## src/rtl/bcd_7seg_multi.sv

```systemverilog
// rtl/bcd_7seg_multi.sv - multi-channel binary-to-BCD converter with multiplexed 7-segment scanner
// Values live in a small register file; one channel at a time is converted by a serial double-dabble engine.
module bcd_7seg_multi #(
   parameter int CHANNELS = 4,
   parameter int DATA_W   = 16,
   parameter int DIGITS   = 5,
   parameter int SCAN_DIV = 1000
) (
   input  logic                                            clk,
   input  logic                                            rst_n,
   input  logic                                            en,
   input  logic                                            set_i,
   input  logic [((CHANNELS > 1) ? $clog2(CHANNELS) : 1)-1:0] ch_i,
   input  logic [DATA_W-1:0]                               data_i,
   input  logic [((CHANNELS > 1) ? $clog2(CHANNELS) : 1)-1:0] sel_i,
   input  logic                                            get_i,
   input  logic                                            auto_i,
   output logic [4*DIGITS-1:0]                             bcd_o,
   output logic                                            valid_o,
   output logic                                            busy_o,
   output logic [6:0]                                      seg_o,
   output logic [DIGITS-1:0]                               an_o
);
   localparam int CH_W  = (CHANNELS > 1) ? $clog2(CHANNELS) : 1;
   localparam int BCD_W = 4 * DIGITS;
   localparam int CNT_W = $clog2(DATA_W + 1);
   localparam int IDX_W = (DIGITS > 1) ? $clog2(DIGITS) : 1;
   localparam int DIV_W = $clog2(SCAN_DIV);
   localparam logic [CH_W:0] CH_LIM = (CH_W + 1)'(CHANNELS);

   localparam logic [0:0] S_IDLE  = 1'b0;
   localparam logic [0:0] S_SHIFT = 1'b1;

   if (real'(DIGITS) * 3.321928094887362 <= real'(DATA_W)) begin : g_digits_check
      $fatal(1, "bcd_7seg_multi: DIGITS cannot hold every DATA_W value");
   end

   logic [DATA_W-1:0] regs [CHANNELS];
   logic              wr_ok;
   logic [CH_W-1:0]   sel_idx;

   assign wr_ok   = en & set_i & ({1'b0, ch_i} < CH_LIM);
   assign sel_idx = ({1'b0, sel_i} < CH_LIM) ? sel_i : '0;

   always_ff @(posedge clk or negedge rst_n) begin
      if (!rst_n) begin
         for (int i = 0; i < CHANNELS; i++) regs[i] <= '0;
      end else if (wr_ok) begin
         regs[ch_i] <= data_i;
      end
   end

   logic [0:0]        state;
   logic [DATA_W-1:0] snap;
   logic [BCD_W-1:0]  acc;
   logic [BCD_W-1:0]  adj;
   logic [BCD_W-1:0]  acc_nxt;
   logic [CNT_W-1:0]  cnt;
   logic              pending;
   logic              start;
   logic              trig;
   logic [CH_W-1:0]   prev_sel;

   assign start  = (state == S_IDLE) & en & (get_i | pending);
   assign busy_o = (state == S_SHIFT);

   always_comb begin
      adj = acc;
      for (int d = 0; d < DIGITS; d++) begin
         if (acc[4*d +: 4] >= 4'd5) adj[4*d +: 4] = acc[4*d +: 4] + 4'd3;
      end
      acc_nxt = BCD_W'({adj, snap[DATA_W-1]});
   end

   always_ff @(posedge clk or negedge rst_n) begin
      if (!rst_n) begin
         state   <= S_IDLE;
         snap    <= '0;
         acc     <= '0;
         cnt     <= '0;
         bcd_o   <= '0;
         valid_o <= 1'b0;
      end else begin
         valid_o <= 1'b0;
         case (state)
            S_IDLE: begin
               if (start) begin
                  state <= S_SHIFT;
                  snap  <= regs[sel_idx];
                  acc   <= '0;
                  cnt   <= CNT_W'(DATA_W);
               end
            end
            S_SHIFT: begin
               if (en) begin
                  acc  <= acc_nxt;
                  snap <= snap << 1;
                  cnt  <= cnt - CNT_W'(1);
                  if (cnt == CNT_W'(1)) begin
                     bcd_o   <= acc_nxt;
                     valid_o <= 1'b1;
                     state   <= S_IDLE;
                  end
               end
            end
            default: state <= S_IDLE;
         endcase
      end
   end

   // Auto refresh: a write to the shown channel or a channel switch requests a new conversion.
   assign trig = (wr_ok & (ch_i == sel_i)) | (sel_i != prev_sel);

   always_ff @(posedge clk or negedge rst_n) begin
      if (!rst_n) begin
         pending  <= 1'b0;
         prev_sel <= '0;
      end else begin
         prev_sel <= sel_i;
         if (!auto_i)    pending <= 1'b0;
         else if (trig)  pending <= 1'b1;
         else if (start) pending <= 1'b0;
      end
   end

   logic [DIV_W-1:0] div;
   logic [IDX_W-1:0] idx;
   logic [IDX_W-1:0] hi;
   logic [3:0]       digit;

   always_ff @(posedge clk or negedge rst_n) begin
      if (!rst_n) begin
         div <= '0;
         idx <= '0;
      end else if (div == DIV_W'(SCAN_DIV - 1)) begin
         div <= '0;
         idx <= (idx == IDX_W'(DIGITS - 1)) ? '0 : idx + IDX_W'(1);
      end else begin
         div <= div + DIV_W'(1);
      end
   end

   assign an_o = DIGITS'(1) << idx;

   function automatic logic [6:0] seg_decode(input logic [3:0] d);
      case (d)
         4'd0:    return 7'h3F;
         4'd1:    return 7'h06;
         4'd2:    return 7'h5B;
         4'd3:    return 7'h4F;
         4'd4:    return 7'h66;
         4'd5:    return 7'h6D;
         4'd6:    return 7'h7D;
         4'd7:    return 7'h07;
         4'd8:    return 7'h7F;
         4'd9:    return 7'h6F;
         default: return 7'h00;
      endcase
   endfunction

   // hi stays 0 for an all-zero value so the units digit always shows.
   always_comb begin
      hi = '0;
      for (int i = 0; i < DIGITS; i++) begin
         if (bcd_o[4*i +: 4] != 4'd0) hi = IDX_W'(i);
      end
      digit = bcd_o[{idx, 2'b00} +: 4];
      seg_o = (idx > hi) ? 7'h00 : seg_decode(digit);
   end

endmodule

```

## config.mk

```make
export PLATFORM = sky130hd
export DESIGN_NAME = bcd_7seg_multi
export DESIGN_NICKNAME = d
export VERILOG_FILES = /design/src/rtl/bcd_7seg_multi.sv
export SDC_FILE = /design/constraint.sdc
export NUM_CORES = 1
export LEC_CHECK = 0
export CORE_MARGIN = 2
export CORE_UTILIZATION = 48
export DETAILED_ROUTE_END_ITERATION = 8
export HOLD_SLACK_MARGIN = 0.1
export PLACE_DENSITY = 0.74
export SLEW_MARGIN = 20
export SYNTH_ARGS = -nofsm -noshare
export SYNTH_HDL_FRONTEND = slang
export SYNTH_SLANG_ARGS = --single-unit
```

## constraint.sdc

```tcl
create_clock -name clk -period 3.85 [get_ports clk]
set_clock_uncertainty 0.2 [all_clocks]
set_input_delay 0.77 -clock clk [delete_from_list [all_inputs] [get_ports clk]]
set_output_delay 0.77 -clock clk [all_outputs]
set_load 0.01 [all_outputs]
```

## After elaboration in Yosys (flattened, before gate mapping)

Memory sizes are Yosys's and may differ from the RTL's.
Index checks and enable logic that the tools add are counted.

| word-level totals | value |
|---|---|
| word-level logic and storage cells | 95 |
| output and inout bits | 34 |
| ROM bits | 112 |
| flip-flop bits (word level) | 143 |
| memories kept | 1 |

| cells by class | value |
|---|---|
| reduce and logical (&&, ||, !) cells | 7 |
| eq/ne operators | 8 |
| order comparisons | 9 |
| multiplexer cells | 37 |
| bitwise gates (word level) | 9 |
| $add $sub $neg | 8 |
| shifts and indexed selects | 2 |

Memory list:

| memory | depth | width | read ports | clocked after Yosys merged registers in | write ports | RTL line | source |
|---|---|---|---|---|---|---|---|
| (no name shown) | 16 | 7 | 1 | 0 | 0 | 146 | `case (d)` |

Operators by type and width:

| cell | count |
|---|---|
| 16-bit two-way mux | 5 |
| 64-bit bitwise mux | 1 |
| 20-bit two-way mux | 2 |
| 20-bit case mux with 2 select lines | 1 |
| 16-bit binary-select mux with 2-bit select | 1 |
| 16-bit demux with 2-bit select | 1 |
| 16-bit case mux with 2 select lines | 1 |
| 4-bit by 3-bit greater-or-equal comparator with 1-bit output, second input constant | 5 |
| 20-bit by 6-bit variable part select with 4-bit output | 1 |
| 4-bit by 2-bit adder with 4-bit output, second input constant | 4 |
| 4-bit two-way mux | 4 |
| 4-bit nonzero test | 4 |
| 3-bit two-way mux | 5 |
| 10-bit by 1-bit adder with 10-bit output, second input constant | 1 |
| 10-bit == test, second input constant | 1 |
| 1-bit two-way mux | 10 |
| 10-bit two-way mux | 1 |
| 5-bit two-way mux | 2 |
| 5-bit case mux with 2 select lines | 1 |
| 7-bit two-way mux | 1 |
| 3-bit greater-or-equal comparator, second input constant | 2 |
| 2-bit inverter with 3-bit output | 2 |
| 5-bit by 1-bit == test with 1-bit output, second input constant | 1 |
| 1-bit by 3-bit left shift with 5-bit output, first input constant | 1 |
| other kinds (17) | 22 |

## Longest topological paths before layout

Gate-level depths: netlist of the first run.

| depth | value |
|---|---|
| depth in word-level cells | 7 |
| depth in mapped cells | 10 |

## Worst setup path before layout of the first run

OpenSTA, ideal clock, no wires.

| timing | value |
|---|---|
| kind | register to output |
| start | register bcd_o[8] |
| end | output seg_o[5] |
| buffers on the path | 0 |
| data arrival time | 2.500 ns |
| data required time | 2.880 ns |
| stages on the path, launching flop included | 9 |
| setup slack | 0.380 ns |
| cell sequence | dfrtp_1 -> or4_1 -> o21ai_0 -> ha_1 -> nor2b_1 -> o21ai_0 -> a32oi_1 -> or4_4 -> o21ai_0 |

| on the way | value |
|---|---|
| cells in the longest elaborated chain, start to end | 6 |

Ends and longest elaborated chain:

| item | RTL line | source |
|---|---|---|
| from (decl) | 18 | `output logic [4*DIGITS-1:0] bcd_o,` |
| from (signal assigned) | 100 | `bcd_o <= acc_nxt;` |
| parallel branches: the longest is 5 deep, another holds memory 16 x 7 bit | -- |  |
| 7-bit two-way mux * | 168 | `seg_o = (idx > hi) ? 7'h00 : seg_decode(digit);` |
| to (decl) | 21 | `output logic [6:0] seg_o,` |

Every way passes the cells marked *.

## Worst setup path after layout of the first run

Same ends and word-level chain as after synthesis.

==> flow_summary.yaml, run 1 <==
setup_path:
  crit_chain: "or4_4 > o21ai_2 > ha_1 > nor2b_1 > o21ai_1 > a32oi_1 > or4_4 > o21ai_1 > buf_2"
  critPathSlowestCell: "or4_4"
  r2r_cells: 5
  arrival_ns: 2.89
  r2r-end: "bcd_o[17]"
  r2r_start: "busy_o"
  reg2reg_slack_ns: 1.63
  crit_type: "reg2out"
  cp-end-kind: "primary output"
  cpPeakStageDelay_ns: 0.55
  startpoint_type: "flop"
  critPathMaxFanout: 2
  required_ns: 2.88
global_routing:
  grt_pass1_vias: 5118
  grt_usage_pct: 20.04
  grt_overflow: 0
  grt_pass1_wl_mm: 25.19
  grt_start_max_net_pins: 79
  antenna_found_initial: 0
power:
  ir_drop_uv: 339.9
  leakage_nw: 3.637
  p_seq_share_pct: 35.6
  power_density_nw_per_um2: 727.2
  swShare_pct: 33.15
  p_comb_share_pct: 37.5
  p_switching_w: 0.002050
  p_int_w: 0.004134
  pwr-share-clk_pct: 27.0
clock_tree:
  cts_buffer_depth: 2
  cts_htree_levels: 4
  cts_hold_buffers: 0
  cts_buffers: 17
  path_clk_slew_ns: 0.06
  clockRootBuffer: "clkbuf_16"
  insertion_delay_ns: 0.42
  cts_tree: "built"
  clock_sinks: 143
route:
  drtPass1Iterations: 5
  wl_mm: 14.55
  ant_nets: 0
  drc: 0
  drt_iter0_drc: 255
  wl_per_cell_um: 16.54
  vias: 4871
  via_per_inst: 5.535
synth:
  synth_xor_xnor_area_share_pct: 2.369
  synth.net_count: 661
  synth_fa_ha_area_share_pct: 4.454
  synth_top_family_by_area: "multiplexers"
  synthSimpleGateAreaFrac_pct: 10.26
  synth_cell_types: 49
  synth_edf_count: 0
  synth-compound-area-share_pct: 8.819
  syn_avg_cell_area_um2: 11.51
  synthCells: 610
  muxShareOfSynthArea_pct: 19.78
  ys.flop_type: "dfrtp_1"
  synth_async_sr_flop_share_pct: 100.0
  ys_seq_area_share_pct: 50.95
  synth_area_um2: 7023
  ys_ff_latch: 143
  yosys_warnings: 0
sta:
  drv_slew: 0
  fin_crit_ns: 3.864
  tns_ns: -0.01434
  hold_violations: 0
  setup_viol: 1
  finalCritPeriodShare_pct: 100.4
  max_freq_mhz: 258.8
  rsz0062_at_grt: "true"
  worst_pin_slew_ns: 0.8746
  slew_headroom_pct: 41.55
  setup_ws_ns: -0.01434
finish:
  fin_cells: 880
  area_growth_pct: 21.09
  post-route-util_pct: 58.96
  n_antenna_cell: 0
  seq_area_um2: 3578
  nNetsFinal: 734
  fin_area_um2: 8504
  nFillCells: 1179
  drive_above_1_share_pct: 22.70
  multi_input_area_um2: 3239
die:
  core-area_um2: 14420
  die_w_um: 125.0
  start_util_pct: 48.69
  io-pin-count: 60
  dieArea_um2: 15620
  die_y_um: 125.0
  rows: 44
place:
  dp_cells: 848
  routabilityCongestion: 0.8748
  dpl_cell_area_um2: 7905
  io_buffers: 59
  dp_hpwl_mm: 9.798
  dp_slack_ns: -0.1071
min_path:
  hold_path.class: "in2async"
status:
  status: "complete, but fails checks"
  violations: "setup timing"
run:
  max-cap-violations: 0
flip-flops by register name, indices dropped and copies added (netlist names):
| register | cells |
|---|---|
| snap | 16 |
| cnt | 5 |
| pending | 1 |
| div | 10 |
| bcd_o | 20 |
| prev_sel | 2 |
| idx | 3 |
| valid_o | 1 |
| busy_o | 1 |
| acc | 20 |
| regs | 64 |
synth_stat cells (2+ instances only):
cell type  instances  area share, %
buf_6              3           0.48
a22o_1             3           0.37
dfrtp_1          143             51
a21oi_1           19            1.4
o21ai_0           73            5.2
nor3b_1            9           0.96
mux2i_1           24            3.4
mux4_2            16            5.1
buf_1              2           0.11
o32ai_1            2           0.25
and2_1             2           0.18
ha_1              25            4.5
nor4b_1            2           0.25
buf_2              9           0.64
nand2_1           71            3.8
or4_1              2           0.21
nor2b_1            5           0.45
nor2_1            18           0.96
buf_4              2           0.21
nand2b_1           5           0.45
inv_1             21            1.1
nand3_1           12           0.86
xnor2_1           13            1.6
mux2_2            70             11
nand3b_1           4           0.43
xor2_1             6           0.75
o21a_1             3           0.32
nor4_1             4           0.36
clkbuf_1          14           0.75
nor3_1             9           0.64
worst max path at each step:
stage	from	end	slack [ns]	cells past startpoint
floorplan	bcd_o[8]	seg_o[5]	0.38	8
global placement	bcd_o[8]	seg_o[6]	-0.05	9
detailed placement	bcd_o[8]	seg_o[5]	-0.11	9
CTS	bcd_o[12]	seg_o[5]	-0.005	9
global route	bcd_o[8]	seg_o[5]	-0.15	9
finish	bcd_o[8]	seg_o[5]	-0.01	9
worst max-delay path: cells and delay by family (launching register included):
family | cells | cell delay [ns]
AND/OR/NAND/NOR | 3 | 1.22
AO/OA/AOI/OAI | 4 | 0.50
flip-flops | 1 | 0.37
adder cells (fa/ha/maj) | 1 | 0.25
buffers and inverters | 1 | 0.14
power groups by stage:
stage	combinational, W	clock (W)	sequential (W)
4_1_cts	0.00232	0.00170	0.00220
5_1_grt	0.00257	0.00178	0.00226
3_5_place_dp	0.00239	0	0.00221
6_report	0.00232	0.00167	0.00220
2_1_floorplan	0.00141	0	0.00217
3_3_place_gp	0.00230	0	0.00218
layout by cell type, fill, tap and decap left out, types with 12 or more instances in the layout:
cell	synthesis	layout
a21oi_1	19	19
buf_4	2	24
clkbuf_16	0	17
clkdlybuf4s50_1	0	51
dfrtp_1	143	143
ha_1	25	25
inv_1	21	21
mux2_2	70	70
mux2i_1	24	24
mux4_2	16	16
nand2_1	71	70
nand3_1	12	12
nor2_1	18	18
o21ai_0	73	69
xnor2_1	13	13
cells by family (layout without fill, tap and decap cells):
| family | Yosys count | in the layout |
|---|---|---|
| and+or+nand+nor | 149 | 149 |
| DFF | 143 | 143 |
| AOI/OAI and AO/OA | 112 | 112 |
| muxes | 110 | 110 |
| buffers and inverters | 52 | 138 |
| adders and majority gates | 25 | 25 |
| xor gates and xnor gates | 19 | 19 |
cell type report:
cell class | count | share of cell area [%]
inverter | 22 | 0.9710
timing repair buffer | 84 | 8.989
clock buffer | 22 | 5.576
multi-input combinational | 415 | 38.09
tap | 184 | 2.707
clock inverter | 10 | 1.589
sequential | 143 | 42.08
what timing repair did:
action                     in CTS  in global routing
setup endpoints to repair       7                  5
setup buffers                   0                  0
pin swaps                       3                  4
hold endpoints to repair        0                  0
resized for setup              20                  9
per-layer routing:
metal | track usage [%] | vias to the layer above | share of wire (%)
met5 | 0 | - | 0
met1 | 25.41 | 2422 | 44
met2 | 33.73 | 119 | 50
met4 | 6.928 | 0 | 1.8
met3 | 5.049 | 25 | 4.3
li1 | - | 2305 | -
metrics by stage:
stage	total power, W	hold slack, ns
floorplan	0.003578	0.2329
global placement	0.004477	0.2449
detailed placement	0.004599	0.2575
CTS	0.006213	0.1986
global route	0.006602	0.2150
finish	0.006185	0.1701
No activity file was read; power rests on OpenSTA's default activity.
==> inputs of run 2 (changes only) <==
--- a/config.mk
+++ b/config.mk
@@ -8,8 +8,10 @@
 export CORE_MARGIN = 2
 export CORE_UTILIZATION = 48
 export DETAILED_ROUTE_END_ITERATION = 8
+export DONT_BUFFER_PORTS = 1
 export HOLD_SLACK_MARGIN = 0.1
-export PLACE_DENSITY = 0.74
+export PLACE_DENSITY = 0.69
+export RECOVER_POWER = 25
 export SLEW_MARGIN = 20
 export SYNTH_ARGS = -nofsm -noshare
 export SYNTH_HDL_FRONTEND = slang
==> run 2 against run 1 <==
Flip-flop and latch count unchanged. The flow finishes with violations (hold timing). Via count down 5.6%. Largest power group is now sequential cells. Highest routed layer unchanged. Final cell count down 8.1%.
==> flow_summary.yaml, run 2 (synthesis results as in run 1) <==
sta:
  hold_violations: 143
  slew_headroom_pct: 42.25
  tns_ns: 0
  finalCritPeriodShare_pct: 99.22
  drv_slew: 0
  hold_slack_ns: -0.1615
  fin_crit_ns: 3.820
  setup_viol: 0
  rsz0062_at_grt: "true"
  worst_pin_slew_ns: 0.8641
  max_freq_mhz: 261.8
die:
  start_util_pct: 48.69
  die_y_um: 125.0
  core-area_um2: 14420
  dieArea_um2: 15620
  rows: 44
  die_w_um: 125.0
  io-pin-count: 60
clock_tree:
  path_clk_slew_ns: 0.06
  insertion_delay_ns: 0.43
  cts_buffer_depth: 2
  clockRootBuffer: "clkbuf_16"
  cts_htree_levels: 4
  clock_sinks: 143
  cts_buffers: 17
  cts_tree: "built"
route:
  ant_nets: 0
  vias: 4596
  drtPass1Iterations: 4
  via_per_inst: 5.681
  wl_per_cell_um: 18.10
  drt_iter0_drc: 251
  wl_mm: 14.64
  drc: 0
finish:
  area_growth_pct: 13.18
  largestRegisters: "regs x64, acc x20, bcd_o x20"
  largest-register: "regs"
  drive_above_1_share_pct: 24.48
  multi_input_area_um2: 3331
  largest_register_ffs: 64
  n_antenna_cell: 0
  most-common-layout-cells: "dfrtp_1 (139), nand2_1 (70), mux2_2 (70)"
  nFillCells: 1245
  seq_area_um2: 3583
  final_common_cell: "dfrtp_1"
  nNetsFinal: 663
global_routing:
  grt_start_max_net_pins: 144
  grt_pass1_wl_mm: 24.00
  grt_pass1_vias: 4762
  grt_usage_pct: 19.32
  grt_overflow: 0
  antenna_found_initial: 0
power:
  p_int_w: 0.004082
  p_seq_share_pct: 36.4
  power_density_nw_per_um2: 784.1
  p_comb_share_pct: 36.0
  p_switching_w: 0.002151
  ir_drop_uv: 456.2
  pwr-share-clk_pct: 27.6
  leakage_nw: 3.360
  total_power_w: 0.006233
  swShare_pct: 34.51
setup_path:
  path_buf_inv: 0
  critPathSlowestCell: "or4_4"
  required_ns: 2.88
  startpoint_type: "flop"
  crit_type: "reg2out"
  critPathMaxFanout: 4
  cp_top_family: "simple AND/OR/NAND/NOR gates"
  r2r_cells: 5
  cp_num_cells: 8
  crit_chain: "or4_4 > o21ai_4 > ha_4 > nor2b_4 > o21ai_2 > a32oi_2 > or4_4 > o21ai_4"
  arrival_ns: 2.85
  cp-end-kind: "primary output"
  cpPeakStageDelay_ns: 0.57
place:
  io_buffers: 0
  dp_hpwl_mm: 9.600
  routabilityCongestion: 0.8658
status:
  violations: "hold timing"
  status: "complete, but fails checks"
run:
  max-cap-violations: 0
min_path:
  hold_path.class: "in2async"
==> run 2: cell count changes in the layout (fill, tap and decap cells not counted), sizes merged, moves of 2 or more <==
cell and delta:
clkbuf -3, clkdlybuf4s50 -51, dlygate4sd2 -2, clkinv -3, inv +3, buf -16
==> run 2: path summary, 6_finish.rpt <==
check | from | end | slack, ns
max | bcd_o[13] | seg_o[6] | 0.03
min | rst_n | bcd_o[17] | -0.16
max reg2reg | busy_o | bcd_o[17] | 1.57
min reg2reg | div[0] | div[0] | 0.26
max in group asynchronous | rst_n | cnt[1] | 3.38
min in group clk | sel_i[0] | prev_sel[0] | 0.17
==> run 2: worst reg2reg max path, stage by stage (launching register included) <==
cell and delay, ns:
dfrtp_1 0.61, and2_1 0.45, nand2_1 0.09, buf_4 0.25, inv_1 0.21, mux2_2 0.36
==> run 2: cell type report <==
class | count | area share, %
Multi-Input combinational cell | 415 | 41.90
Clock inverter | 11 | 1.936
Clock buffer | 21 | 5.918
Tap cell | 184 | 2.896
Sequential cell | 143 | 45.08
Timing Repair Buffer | 13 | 1.228
Inverter | 22 | 1.039
==> run 2: power by group through the flow <==
stage          Clock [W]  Combinational (W)  Sequential, W
3_3_place_gp           0            0.00165        0.00224
4_1_cts          0.00175            0.00207        0.00226
3_5_place_dp           0            0.00172        0.00228
2_1_floorplan          0            0.00141        0.00217
5_1_grt          0.00182            0.00249        0.00232
6_report         0.00172            0.00225        0.00227
==> run 2: through the flow <==
step                      util [%]  instances  hold WS [ns]  instance area (um2)  setup WS [ns]
final                        55.11        809       -0.1615                 7949        0.03005
after global routing         55.11        809       -0.1829                 7949       -0.04537
after CTS                    54.69        808       -0.1776                 7889       -0.01396
after detailed placement     49.73        772        0.2516                 7173         0.1735
after global placement       49.73        772        0.2453                 7173         0.2550
after floorplan                  -        610        0.2329                 7023         0.3803
==> run 2: routing by layer <==
layer / track usage [%] / wire, um
met5: 0 / 0
met4: 6.144 / 223
met3: 6.932 / 892
met2: 31.27 / 7241
met1: 24.45 / 6282
==> run 2: timing repair <==
item / CTS / global route
gates resized for setup: 18 / 9
pin swaps: 7 / 3
setup buffers: 4 / 1
hold endpoints to repair: 143 / 143
endpoints found under the setup margin: 4 / 5
==> inputs of run 3 (changes only) <==
--- a/config.mk
+++ b/config.mk
@@ -5,6 +5,7 @@
 export SDC_FILE = /design/constraint.sdc
 export NUM_CORES = 1
 export LEC_CHECK = 0
+export ABC_AREA = 1
 export CORE_MARGIN = 2
 export CORE_UTILIZATION = 48
 export DETAILED_ROUTE_END_ITERATION = 8
==> constraint.sdc (replaced) <==
create_clock -name clk -period 3.85 [get_ports clk]
set_clock_uncertainty 0.2 [all_clocks]
set_input_delay 0.77 -clock clk [delete_from_list [all_inputs] [get_ports clk]]
set_output_delay 0.77 -clock clk [all_outputs]
set_load 0.005 [all_outputs]
==> run 3 against run 2 <==
Final cell count grew 26%. Synthesized cell count grew 37%. Global-route usage grew 0.99 points. Non-clock buffer count shrank 5. Combinational power shrank 36%. Critical path depth shrank 1. Via count grew 18%. Clock power shrank 7%. Critical path type unchanged. Largest cell class unchanged. First-iteration DRC count grew 48%. The flow still finishes with violations (hold timing). Setup slack gained 0.52 ns.
==> flow_summary.yaml, run 3 <==
die:
  rows: 44
  dieArea_um2: 15530
  core-area_um2: 14370
  die_y_um: 124.6
  io-pin-count: 60
  start_util_pct: 48.62
  die_w_um: 124.6
finish:
  largest_register_ffs: 64
  drive_above_1_share_pct: 7.747
  most-common-layout-cells: "nand2_1 (176), dfrtp_1 (143), o21ai_0 (127)"
  fin_cells: 1023
  n_antenna_cell: 0
  final_common_cell: "nand2_1"
  largest-register: "regs"
  nNetsFinal: 877
  largestRegisters: "regs x64, acc x20, bcd_o x20"
  nFillCells: 1353
  area_growth_pct: 10.03
synth:
  synth_top_cell_by_area: "dfrtp_1"
  syn_avg_cell_area_um2: 8.336
  ys_seq_area_share_pct: 51.23
  ys.flop_type: "dfrtp_1"
  synth_async_sr_flop_share_pct: 100.0
  yosys-top-cells-area: "dfrtp_1 (51%), nand2_1 (9.5%), o21ai_0 (9.1%)"
  ys_top_cells_by_count: "nand2_1 (176), dfrtp_1 (143), o21ai_0 (127), nor2_1 (98), inv_1 (69)"
  synth_cell_types: 39
  synthCells: 838
  yosys.cell_count.top_type: "nand2_1"
  ys_ff_latch: 143
  synth.net_count: 889
  yosys_warnings: 0
  synth_edf_count: 0
  synth_area_um2: 6985
  synth_top_area_share_pct: 51.23
sta:
  slew_headroom_pct: 34.56
  max_freq_mhz: 303.1
  rsz0062_at_grt: "false"
  finalCritPeriodShare_pct: 85.69
  drv_slew: 0
  fin_crit_ns: 3.299
  hold_slack_ns: -0.1586
  tns_ns: 0
  setup_viol: 0
  hold_violations: 143
  worst_pin_slew_ns: 0.9805
clock_tree:
  cts_buffers: 17
  clockRootBuffer: "clkbuf_16"
  cts_tree: "built"
  clock_sinks: 143
  cts_htree_levels: 4
  path_clk_slew_ns: 0.06
  insertion_delay_ns: 0.42
  ctsResizeCount: 0
  cts_buffer_depth: 2
  post_cts_buffers: 0
place:
  routabilityCongestion: 0.8377
  dp_hpwl_mm: 9.503
  dp_cells: 991
  io_buffers: 0
setup_path:
  critPathMaxFanout: 6
  cp-endpoint: "seg_o[3]"
  cp-startpoint: "bcd_o[16]"
  arrival_ns: 2.33
  r2r_cells: 7
  reg2reg_slack_ns: 1.68
  cp-end-kind: "primary output"
  required_ns: 2.88
  startpoint_type: "flop"
  crit_type: "reg2out"
  r2r_start: "busy_o"
  r2r-end: "bcd_o[12]"
power:
  ir_drop_uv: 397.9
  power_density_nw_per_um2: 686.7
  total_power_w: 0.005278
  leakage_nw: 3.632
global_routing:
  grt_usage_pct: 20.31
  grt_pass1_vias: 5185
  grt_overflow: 0
  antenna_found_initial: 0
  grt_start_max_net_pins: 144
  grt_pass1_wl_mm: 25.55
run:
  max-cap-violations: 0
route:
  drtPass1Iterations: 5
  drc: 0
  vias: 5409
  drt_iter0_drc: 371
  wl_per_cell_um: 14.52
  ant_nets: 0
  wl_mm: 14.86
  via_per_inst: 5.287
status:
  violations: "hold timing"
  status: "complete, but fails checks"
min_path:
  hold_path.class: "in2async"
==> run 3: cell count changes after synthesis, moves of 16 or more <==
cell / before / now
a21oi_1: 19 / 37
o21ai_0: 73 / 127
mux2_2: 70 / 0
nand2_1: 71 / 176
nor2_1: 18 / 98
inv_1: 21 / 69
o22ai_1: 1 / 27
mux4_2: 16 / 0
mux2i_1: 24 / 0
==> run 3: cells by family after synthesis <==
group / share of synthesized area, %
buf+inv: 6.789
fa+ha+maj: 4.478
xor+xnor: 1.505
flops: 51.23
compound gates: 16.23
simple gates: 19.77
==> run 3: layout make-up <==
| type | instances | area (um2) | share of cell area, % |
|---|---|---|---|
| clock buffers | 21 | 480.5 | 6.251 |
| flip-flops and latches | 143 | 3578 | 46.56 |
| clock inverters | 11 | 106.4 | 1.384 |
| well taps | 184 | 230.2 | 2.995 |
| repair buffers | 8 | 60.06 | 0.7814 |
| multi-input cells | 579 | 2939 | 38.24 |
| inverters | 77 | 291.5 | 3.793 |
==> run 3: worst min-delay path by stage <==
stage / from / end / slack [ns]
2_1_floorplan: div[0] / div[0] / 0.23
3_3_place_gp: div[0] / div[0] / 0.25
3_5_place_dp: div[0] / div[0] / 0.26
4_1_cts: rst_n / div[6] / -0.18
5_1_grt: rst_n / div[6] / -0.18
6_report: rst_n / div[5] / -0.16
==> run 3: stage by stage <==
| stage | cell area [um2] | hold WS, ns | util [%] | worst slack [ns] |
|---|---|---|---|---|
| final | 7686 | -0.1586 | 53.49 | 0.5509 |
| after global routing | 7686 | -0.1833 | 53.49 | 0.2348 |
| after CTS | 7686 | -0.1806 | 53.49 | 0.5054 |
| after detailed placement | 7099 | 0.2648 | 49.41 | 0.9708 |
| after global placement | 7099 | 0.2521 | 49.41 | 1.071 |
| after floorplan | 6985 | 0.2328 | - | 1.258 |
==> run 3: layer usage <==
metal  share of wire [%]  routed length (um)  vias up  GRT usage (%)
met1                  46                6908     2537          27.06
met5                   0                   0        -              0
met2                  47                6947      127          32.14
met4                0.92                 137        0          5.618
li1                    -                   -     2733              -
met3                 5.8                 864       12          6.486
==> run 3: critical path: stages (launching register included) <==
cell and delay [ns]:
dfrtp_1 0.43, nor4_1 0.56, ha_1 0.37, a21oi_1 0.14, o21ai_0 0.09, nand2_1 0.10
nand2_2 0.10, nor2_1 0.14
==> run 3: power by group <==
part	internal, W	total, W	switching (W)
clock network	0.000960	0.00160	0.000640
logic	0.000542	0.00145	0.000903
registers	0.00191	0.00223	0.000320
total	0.00341	0.00528	0.00186
